[src/rtl/intr_evt_capture.sv]
// Interrupt event capture: synchronise SoC interrupt lines, detect per-channel edges,
// and queue {channel, level, timestamp} events in a FIFO drained by valid/ready.
module intr_evt_capture #(
  parameter int NUM_INT    = 40,
  parameter int TS_W       = 32,
  parameter int FIFO_DEPTH = 8,
  parameter bit SYNC_EN    = 1'b1,
  localparam int ID_W      = (NUM_INT > 1) ? $clog2(NUM_INT) : 1
) (
  input  logic               clk,
  input  logic               rst_b,
  input  logic [NUM_INT-1:0] intr_in,
  input  logic [NUM_INT-1:0] intr_mode,
  input  logic [NUM_INT-1:0] intr_mask,
  input  logic [NUM_INT-1:0] clr_pend,
  input  logic               ovf_clr,
  output logic [NUM_INT-1:0] intr_sync,
  output logic [NUM_INT-1:0] pend,
  output logic               evt_valid,
  input  logic               evt_ready,
  output logic [ID_W-1:0]    evt_id,
  output logic               evt_level,
  output logic [TS_W-1:0]    evt_ts,
  output logic               ovf_sticky,
  output logic [15:0]        drop_cnt
);

  localparam int AW = $clog2(FIFO_DEPTH);
  localparam logic [AW:0]     PTR_ONE = (AW+1)'(1);
  localparam logic [TS_W-1:0] TS_ONE  = TS_W'(1);

  logic [NUM_INT-1:0] s, s_d, det, grant, drop;
  logic [ID_W-1:0]    gnt_id;
  logic               gnt_vld, gnt_level;
  logic [6:0]         drop_num;
  logic [16:0]        drop_sum;
  logic [TS_W-1:0]    ts_cnt;
  logic [AW:0]        wr_ptr, rd_ptr;
  logic               full, empty, push, pop;

  logic [ID_W-1:0]    mem_id  [FIFO_DEPTH];
  logic               mem_lvl [FIFO_DEPTH];
  logic [TS_W-1:0]    mem_ts  [FIFO_DEPTH];

  generate
    if (SYNC_EN) begin : g_sync
      logic [NUM_INT-1:0] sync_q1, sync_q2;
      always_ff @(posedge clk or negedge rst_b) begin
        if (!rst_b) begin
          sync_q1 <= '0;
          sync_q2 <= '0;
        end else begin
          sync_q1 <= intr_in;
          sync_q2 <= sync_q1;
        end
      end
      assign s = sync_q2;
    end else begin : g_nosync
      assign s = intr_in;
    end
  endgenerate

  assign intr_sync = s;
  assign det = ~intr_mask & ((intr_mode & s & ~s_d) | (~intr_mode & (s ^ s_d)));

  // Lowest pending index wins; a full FIFO blocks the grant even if a pop is in flight.
  always_comb begin
    grant     = '0;
    gnt_id    = '0;
    gnt_vld   = 1'b0;
    gnt_level = 1'b0;
    for (int i = 0; i < NUM_INT; i++) begin
      if (pend[i] && !gnt_vld && !full) begin
        gnt_vld   = 1'b1;
        gnt_id    = ID_W'(i);
        gnt_level = s_d[i];
        grant[i]  = 1'b1;
      end
    end
  end

  assign drop = det & pend & ~grant;

  always_comb begin
    drop_num = '0;
    for (int i = 0; i < NUM_INT; i++) begin
      drop_num = drop_num + 7'(drop[i]);
    end
  end

  assign drop_sum = {1'b0, drop_cnt} + 17'(drop_num);

  always_ff @(posedge clk or negedge rst_b) begin
    if (!rst_b) begin
      s_d        <= '0;
      pend       <= '0;
      ts_cnt     <= '0;
      ovf_sticky <= 1'b0;
      drop_cnt   <= '0;
    end else begin
      s_d    <= s;
      pend   <= (pend & ~grant & ~clr_pend) | det;
      ts_cnt <= ts_cnt + TS_ONE;
      // Clearing in a drop cycle still accounts for that cycle's drops.
      if (ovf_clr) begin
        drop_cnt   <= 16'(drop_num);
        ovf_sticky <= |drop;
      end else begin
        drop_cnt   <= drop_sum[16] ? 16'hFFFF : drop_sum[15:0];
        ovf_sticky <= ovf_sticky | (|drop);
      end
    end
  end

  assign empty = (wr_ptr == rd_ptr);
  assign full  = (wr_ptr[AW] != rd_ptr[AW]) && (wr_ptr[AW-1:0] == rd_ptr[AW-1:0]);
  assign push  = gnt_vld;
  assign pop   = ~empty & evt_ready;

  always_ff @(posedge clk or negedge rst_b) begin
    if (!rst_b) begin
      wr_ptr <= '0;
      rd_ptr <= '0;
      for (int k = 0; k < FIFO_DEPTH; k++) begin
        mem_id[k]  <= '0;
        mem_lvl[k] <= 1'b0;
        mem_ts[k]  <= '0;
      end
    end else begin
      if (push) begin
        mem_id[wr_ptr[AW-1:0]]  <= gnt_id;
        mem_lvl[wr_ptr[AW-1:0]] <= gnt_level;
        mem_ts[wr_ptr[AW-1:0]]  <= ts_cnt;
        wr_ptr                  <= wr_ptr + PTR_ONE;
      end
      if (pop) begin
        rd_ptr <= rd_ptr + PTR_ONE;
      end
    end
  end

  assign evt_valid = ~empty;
  assign evt_id    = mem_id[rd_ptr[AW-1:0]];
  assign evt_level = mem_lvl[rd_ptr[AW-1:0]];
  assign evt_ts    = mem_ts[rd_ptr[AW-1:0]];

endmodule

[config.mk]
export PLATFORM = sky130hd
export DESIGN_NAME = intr_evt_capture
export DESIGN_NICKNAME = d
export VERILOG_FILES = /design/src/rtl/intr_evt_capture.sv
export SDC_FILE = /design/constraint.sdc
export NUM_CORES = 1
export LEC_CHECK = 0
export CAP_MARGIN = 10
export CORE_AREA = 2 2 213 215
export CTS_CLUSTER_SIZE = 20
export DETAILED_ROUTE_END_ITERATION = 12
export DIE_AREA = 0 0 215 217
export PLACE_DENSITY_LB_ADDON = 0.08
export SKIP_LAST_GASP = 1
export SLEW_MARGIN = 30
export SYNTH_ARGS = -nofsm -noshare
export SYNTH_HDL_FRONTEND = slang
export SYNTH_SLANG_ARGS = --single-unit
[constraint.sdc]
create_clock -name clk -period 9.9 [get_ports clk]
set_input_delay 1.98 -clock clk [delete_from_list [all_inputs] [get_ports clk]]
set_output_delay 1.98 -clock clk [all_outputs]
set_load 0.1 [all_outputs]
Word-level counts from Yosys, hierarchy flattened --
Cells that the tools add are included.
Operators by class: add/sub/neg operators 43, $lt $le $gt $ge 3, eq/ne operators 3, muxes and demuxes 179, bitwise logic cells 21, reduce and logical (&&, ||, !) cells 122
Operators with widths (count):
- $and A40 B40 Y40 | 8
- $bwmux W256 | 1
- $mux W6 | 41
- $add A7 B1 Y7 | 33
- $not A40 Y40 | 5
- $mux W1 | 124
- $bmux W32 S3 | 1
- $demux W32 S3 | 1
- $mux W32 | 3
- $logic_and A1 B1 Y1 | 81
- $or A40 B40 Y40 | 2
- $bwmux W48 | 1
- $logic_not A1 Y1 | 40
- $reduce_or A40 Y1 | 1
- $xor A40 B40 Y40 | 1
- $add A32 B1 Y32 const B | 1
- $mux W16 | 2
- $bmux W6 S3 | 1
- $demux W6 S3 | 1
- $add A16 B7 Y17 | 1
- $add A4 B1 Y4 const B | 2
- $bwmux W8 | 1
- $ge A4 B4 Y1 const B | 2
- $not A3 Y4 | 2
- other kinds (15) | 15
Storage, ports and cells: register bits 529, input port bits 164, output and inout bits 137, word-level logic and storage cells 404

Longest topological paths before layout --
word-level depth 205, depth in mapped cells 34, depth with buffers taken out 31

Worst setup path before layout --
No wires, ideal clock.
path kind input-to-reg, from in intr_mode[21], to reg drop_cnt[11], setup time 0.102 ns, arrival time 8.912 ns, required time 9.798 ns, slack 0.886 ns, stages 28, path buffers 0, cells stage by stage nor3_1 a21oi_1 or2_2 or2_2 fa_1 fa_1 inv_1 fa_1 inv_1 fa_1 fa_1 fa_1 inv_1 fa_1 ha_1 inv_1 fa_1 inv_1 a21o_1 a21oi_1 xnor2_1 ha_1 inv_1 o21bai_1 a21oi_1 nor2_1 nand4_1 a311oi_1
Between the ends: longest elaborated chain between the ends 28, elaborated cells between the ends (all ways) 30, those cells by class add/sub (20); mux (2); bitwise (8)
RTL lines:
- from (decl) | line 13 | input logic [NUM_INT-1:0] intr_mode,
- $and A40 B40 Y40 / $not A40 Y40 (equally long branches) | line 64 | assign det = ~intr_mask & ((intr_mode & s & ~s_d) | (~intr_mode & (s ^ s_d)));
- $and A40 B40 Y40 | line 64
- $or A40 B40 Y40 * | line 64
- $and A40 B40 Y40 * | line 64
- $and A40 B40 Y40 * (2 in a row) | line 82 | assign drop = det & pend & ~grant;
- $add A7 B1 Y7 * (19 in a row) | line 87 | drop_num = drop_num + 7'(drop[i]);
- $add A16 B7 Y17 * | line 91 | assign drop_sum = {1'b0, drop_cnt} + 17'(drop_num);
- $mux W16 * | line 109 | drop_cnt <= drop_sum[16] ? 16'hFFFF : drop_sum[15:0];
- $mux W16 * | line 105 | if (ovf_clr) begin
- to (signal assigned) | line 106 | drop_cnt <= 16'(drop_num);
- to (signal assigned) | line 109
- to (decl) | line 25 | output logic [15:0] drop_cnt
Every way passes the cells marked *; elsewhere a longest branch is shown, timed or not. A chain may end at the register's enable or synchronous reset.

Worst setup path after layout --
Same ends and word-level chain as after synthesis.

==> metrics.log <==
INFO  metric run_status = finished clean
INFO  metric synth.lib_cells_used.distinct = 77
INFO  metric final.setup.tns = 0 ns
INFO  metric via_count = 16.5k
INFO  metric worstPathMaxFanout = 7
INFO  metric final_hpwl_dp = 43000 um
INFO  metric drive_above_1_share = 0.240
INFO  metric postSynthCellCount = 1901
INFO  metric setup_viol = 0
INFO  metric synthTopCellsByArea = sky130_fd_sc_hd__dfrtp_1 (54%), sky130_fd_sc_hd__mux2_2 (14%), sky130_fd_sc_hd__mux4_2 (7.2%)
INFO  metric first_global_vias = 17.2k
INFO  metric clock_tree.root_cell = sky130_fd_sc_hd__clkbuf_16
INFO  metric final_wirelength = 64400 um
INFO  metric fmax = 109 MHz
INFO  metric synthesis.area_per_instance = 12.9 um^2
INFO  metric design.final.nets = 2391
INFO  metric start_util = 0.548
INFO  metric clock_insertion_delay_worst_skew = 0.62 ns
INFO  metric port_buffers = 300
INFO  metric maxCapViolCount = 0
INFO  metric clkSinkCount = 529
INFO  metric cts_stage_hold_buffer_count = 0
INFO  metric fillers = 3386
INFO  metric detail_route.wl_per_cell = 22.8 um
INFO  metric avgViaCountPerCell = 5.84
INFO  metric place_congestion = 0.937
INFO  metric grt_pass1_wl = 101000 um
INFO  metric cts_resized = 0
INFO  metric synth-warning-count = 0
INFO  metric setup.worst_path.start_class = input port
INFO  metric synthesis.nets = 2118
INFO  metric firstDrtPassIters = 5
INFO  metric timing_worst_slew_pin_value = 1.09 ns
INFO  metric timing.critical_path.slowest_cell_delay = 0.59 ns
INFO  metric final_cycle_share = 0.930
INFO  metric vdd_drop_max = 0.342 mV
INFO  metric area_of_the_multi_input_gates = 0.0105 mm^2
INFO  metric die_area = 0.0467 mm^2
INFO  metric synth.top_cell.area_share = 0.541
INFO  metric final_max_slew_viol_count = 0
INFO  metric sequential_area = 0.0132 mm^2
INFO  metric globalRouteOverflowTotal = 0
INFO  metric hold_viol_final = 0
INFO  metric drtIter0Drc = 1410
INFO  metric switching_power = 3.07 mW
INFO  metric die-height = 217 um
INFO  metric setup.worst_path.end_class = flop
INFO  metric detail_route.drc_violations = 0
INFO  metric setup_repair_after_global_routing_missed_its_margin = false
INFO  metric antenna_violating_nets_post_route = 0
INFO  metric path_clk_slew = 0.06 ns
INFO  metric post-layout-total-power = 7.95 mW
INFO  metric synth_seq_cells = 529
INFO  metric proportion_of_synthesized_chip_area_in_sequential_cells = 0.541
INFO  metric die_x = 215 um
INFO  metric power_frac_comb = 0.389
INFO  metric static-leakage-power = 13.3 nW
INFO  metric intPower = 4.87 mW
INFO  metric worst_hold_path_type = flop to flop
INFO  metric crit_path_frequent_cell = sky130_fd_sc_hd__fa_1
INFO  metric finalHoldWorstSlack = 0.343 ns
INFO  metric worst_clock_skew = 0.0234 ns
INFO  metric ctsLongestPathBuffers = 3
INFO  metric dpl_worst_slack = 0.154 ns
INFO  metric synthToLayoutAreaGrowth = 22.6%
INFO  metric switching_share = 0.387
INFO  metric seq_power_share = 0.334
INFO  metric yosys_most_used_dff = sky130_fd_sc_hd__dfrtp_1
INFO  metric post_synth_instance_area = 0.0245 mm^2
INFO  metric clock_group_share_of_total_power = 0.277
INFO  metric fp-row-count = 78
INFO  metric grt_start_max_net_pins = 158
INFO  metric worstPathRequired = 10.39 ns
INFO  metric power_density_cells = 265 mW/mm^2
INFO  metric antenna_found_initial = 6
INFO  metric global_route.usage.total = 0.282
INFO  metric floorplan.io_pins = 301
INFO  metric timing.final.crit_period = 9.21 ns
INFO  metric cts_tree = built
INFO  metric max_slew_margin = 0.267
INFO  metric synth-async-reset-ratio = 1.00
INFO  metric cts-buffers-inserted = 55
INFO  metric cts.htree.levels = 2
INFO  metric cp_data_arrival_time = 9.70 ns
INFO  metric timing.final.ws_setup = 0.689 ns
INFO  metric count_of_flip_flops_with_a_built_in_enable_after_synthesis = 0
INFO  metric crit_path_top_delay_cell = sky130_fd_sc_hd__fa_1
INFO  metric core = 0.0447 mm^2
INFO  metric category_of_the_critical_setup_timing_path = input port to flop
INFO  metric post_cts_buffers = 0
INFO  metric cell_taking_the_most_area_after_synthesis = sky130_fd_sc_hd__dfrtp_1
[path summary, 6_finish.rpt]
kind                                         startpoint                 endpoint  slack, ns  cells past startpoint
min reg2reg                g_sync.sync_q1[12]$_DFF_PN0_  intr_sync[12]$_DFF_PN0_       0.34                      0
min                        g_sync.sync_q1[12]$_DFF_PN0_  intr_sync[12]$_DFF_PN0_       0.34                      0
max reg2reg                           pend[4]$_DFF_PN0_   drop_cnt[11]$_DFF_PN0_       0.70                     28
min in group asynchronous                         rst_b  intr_sync[34]$_DFF_PN0_       1.34                      1
max in group asynchronous                         rst_b    rd_ptr[1]$_DFFE_PN0P_       6.51                      3
max                                       intr_mode[21]   drop_cnt[11]$_DFF_PN0_       0.69                     28
[layout make-up]
cell class	instances	area share
well taps	600	0.0250
multi-input cells	1184	0.351
clock inverters	25	0.0128
repair buffers	333	0.109
flip-flops and latches	529	0.441
inverters	71	0.00888
diodes	6	0.000500
clock buffers	76	0.0511
[power by group through the flow]
stage | registers, mW | clock network, mW | logic [mW]
after CTS | 2.65 | 2.24 | 3.11
after global routing | 2.69 | 2.33 | 3.28
after detailed placement | 2.69 | 0 | 3.10
after global placement | 2.67 | 0 | 3.07
final | 2.65 | 2.21 | 3.09
after floorplan | 2.87 | 0 | 2.03
[cell usage after synthesis, types with 32 or more instances]
master                       n
sky130_fd_sc_hd__a21oi_1    79
sky130_fd_sc_hd__nand2_1    83
sky130_fd_sc_hd__fa_1       32
sky130_fd_sc_hd__nor3_1     39
sky130_fd_sc_hd__clkbuf_1   66
sky130_fd_sc_hd__dfrtp_1   529
sky130_fd_sc_hd__o22ai_1    43
sky130_fd_sc_hd__mux2i_1    35
sky130_fd_sc_hd__mux4_2     78
sky130_fd_sc_hd__nand3_1    34
sky130_fd_sc_hd__nor2_1    140
sky130_fd_sc_hd__inv_1      71
sky130_fd_sc_hd__mux2_2    295
sky130_fd_sc_hd__o21ai_0    36
sky130_fd_sc_hd__xnor2_1    35
[sequential cells by signal, summed over array words and instances (netlist names), 8 cells and up]
name	flops
mem_lvl	8
ts_cnt	32
pend	40
drop_cnt	16
g_sync.sync_q1	40
mem_id	48
mem_ts	256
intr_sync	40
s_d	40
[kinds of logic (layout without fill, tap and decap cells)]
family | count (synthesis) | count (layout) | synth area share
AND/OR/NAND/NOR | 439 | 439 | 0.0904
other | 0 | 6 | 0
flip-flops | 529 | 529 | 0.541
adder cells (fa/ha/maj) | 53 | 53 | 0.0369
XOR/XNOR | 52 | 52 | 0.0186
buffers and inverters | 188 | 505 | 0.0310
AO/OA/AOI/OAI | 232 | 232 | 0.0607
multiplexers | 408 | 408 | 0.222
[stage by stage]
step | instance area, um^2 | cells | utilization
2_1_floorplan | 24500 | 1901 | -
3_3_place_gp | 28100 | 2716 | 0.628
3_5_place_dp | 28000 | 2716 | 0.627
4_1_cts | 30000 | 2817 | 0.670
5_1_grt | 30000 | 2824 | 0.672
6_report | 30000 | 2824 | 0.672
[layout by cell type (no fill, tap or decap), drive strengths merged, types with 40 or more instances in the layout]
master         Yosys  final
o22ai             44     44
dfrtp            529    529
nor2             143    143
o21ai             40     40
a21oi             80     80
mux2             295    295
clkbuf            68     76
clkdlybuf4s50      0    295
inv               71     74
nand2             84     84
nor3              42     42
mux4              78     78
[critical path, delay by kind of cell]
kind | cells | cell delay (ns)
AO/OA/AOI/OAI | 8 | 1.09
adder cells (fa/ha/maj) | 10 | 4.61
buffers and inverters | 6 | 0.70
AND/OR/NAND/NOR | 4 | 1.30
[metal layers]
metal	vias to the layer above	routed length, um	track usage
li1	7413	-	-
met1	8463	28400	0.400
met4	0	1760	0.0830
met2	507	30500	0.448
met5	-	0	0
met3	121	3700	0.0532
Power figures use the tool's default switching activity.
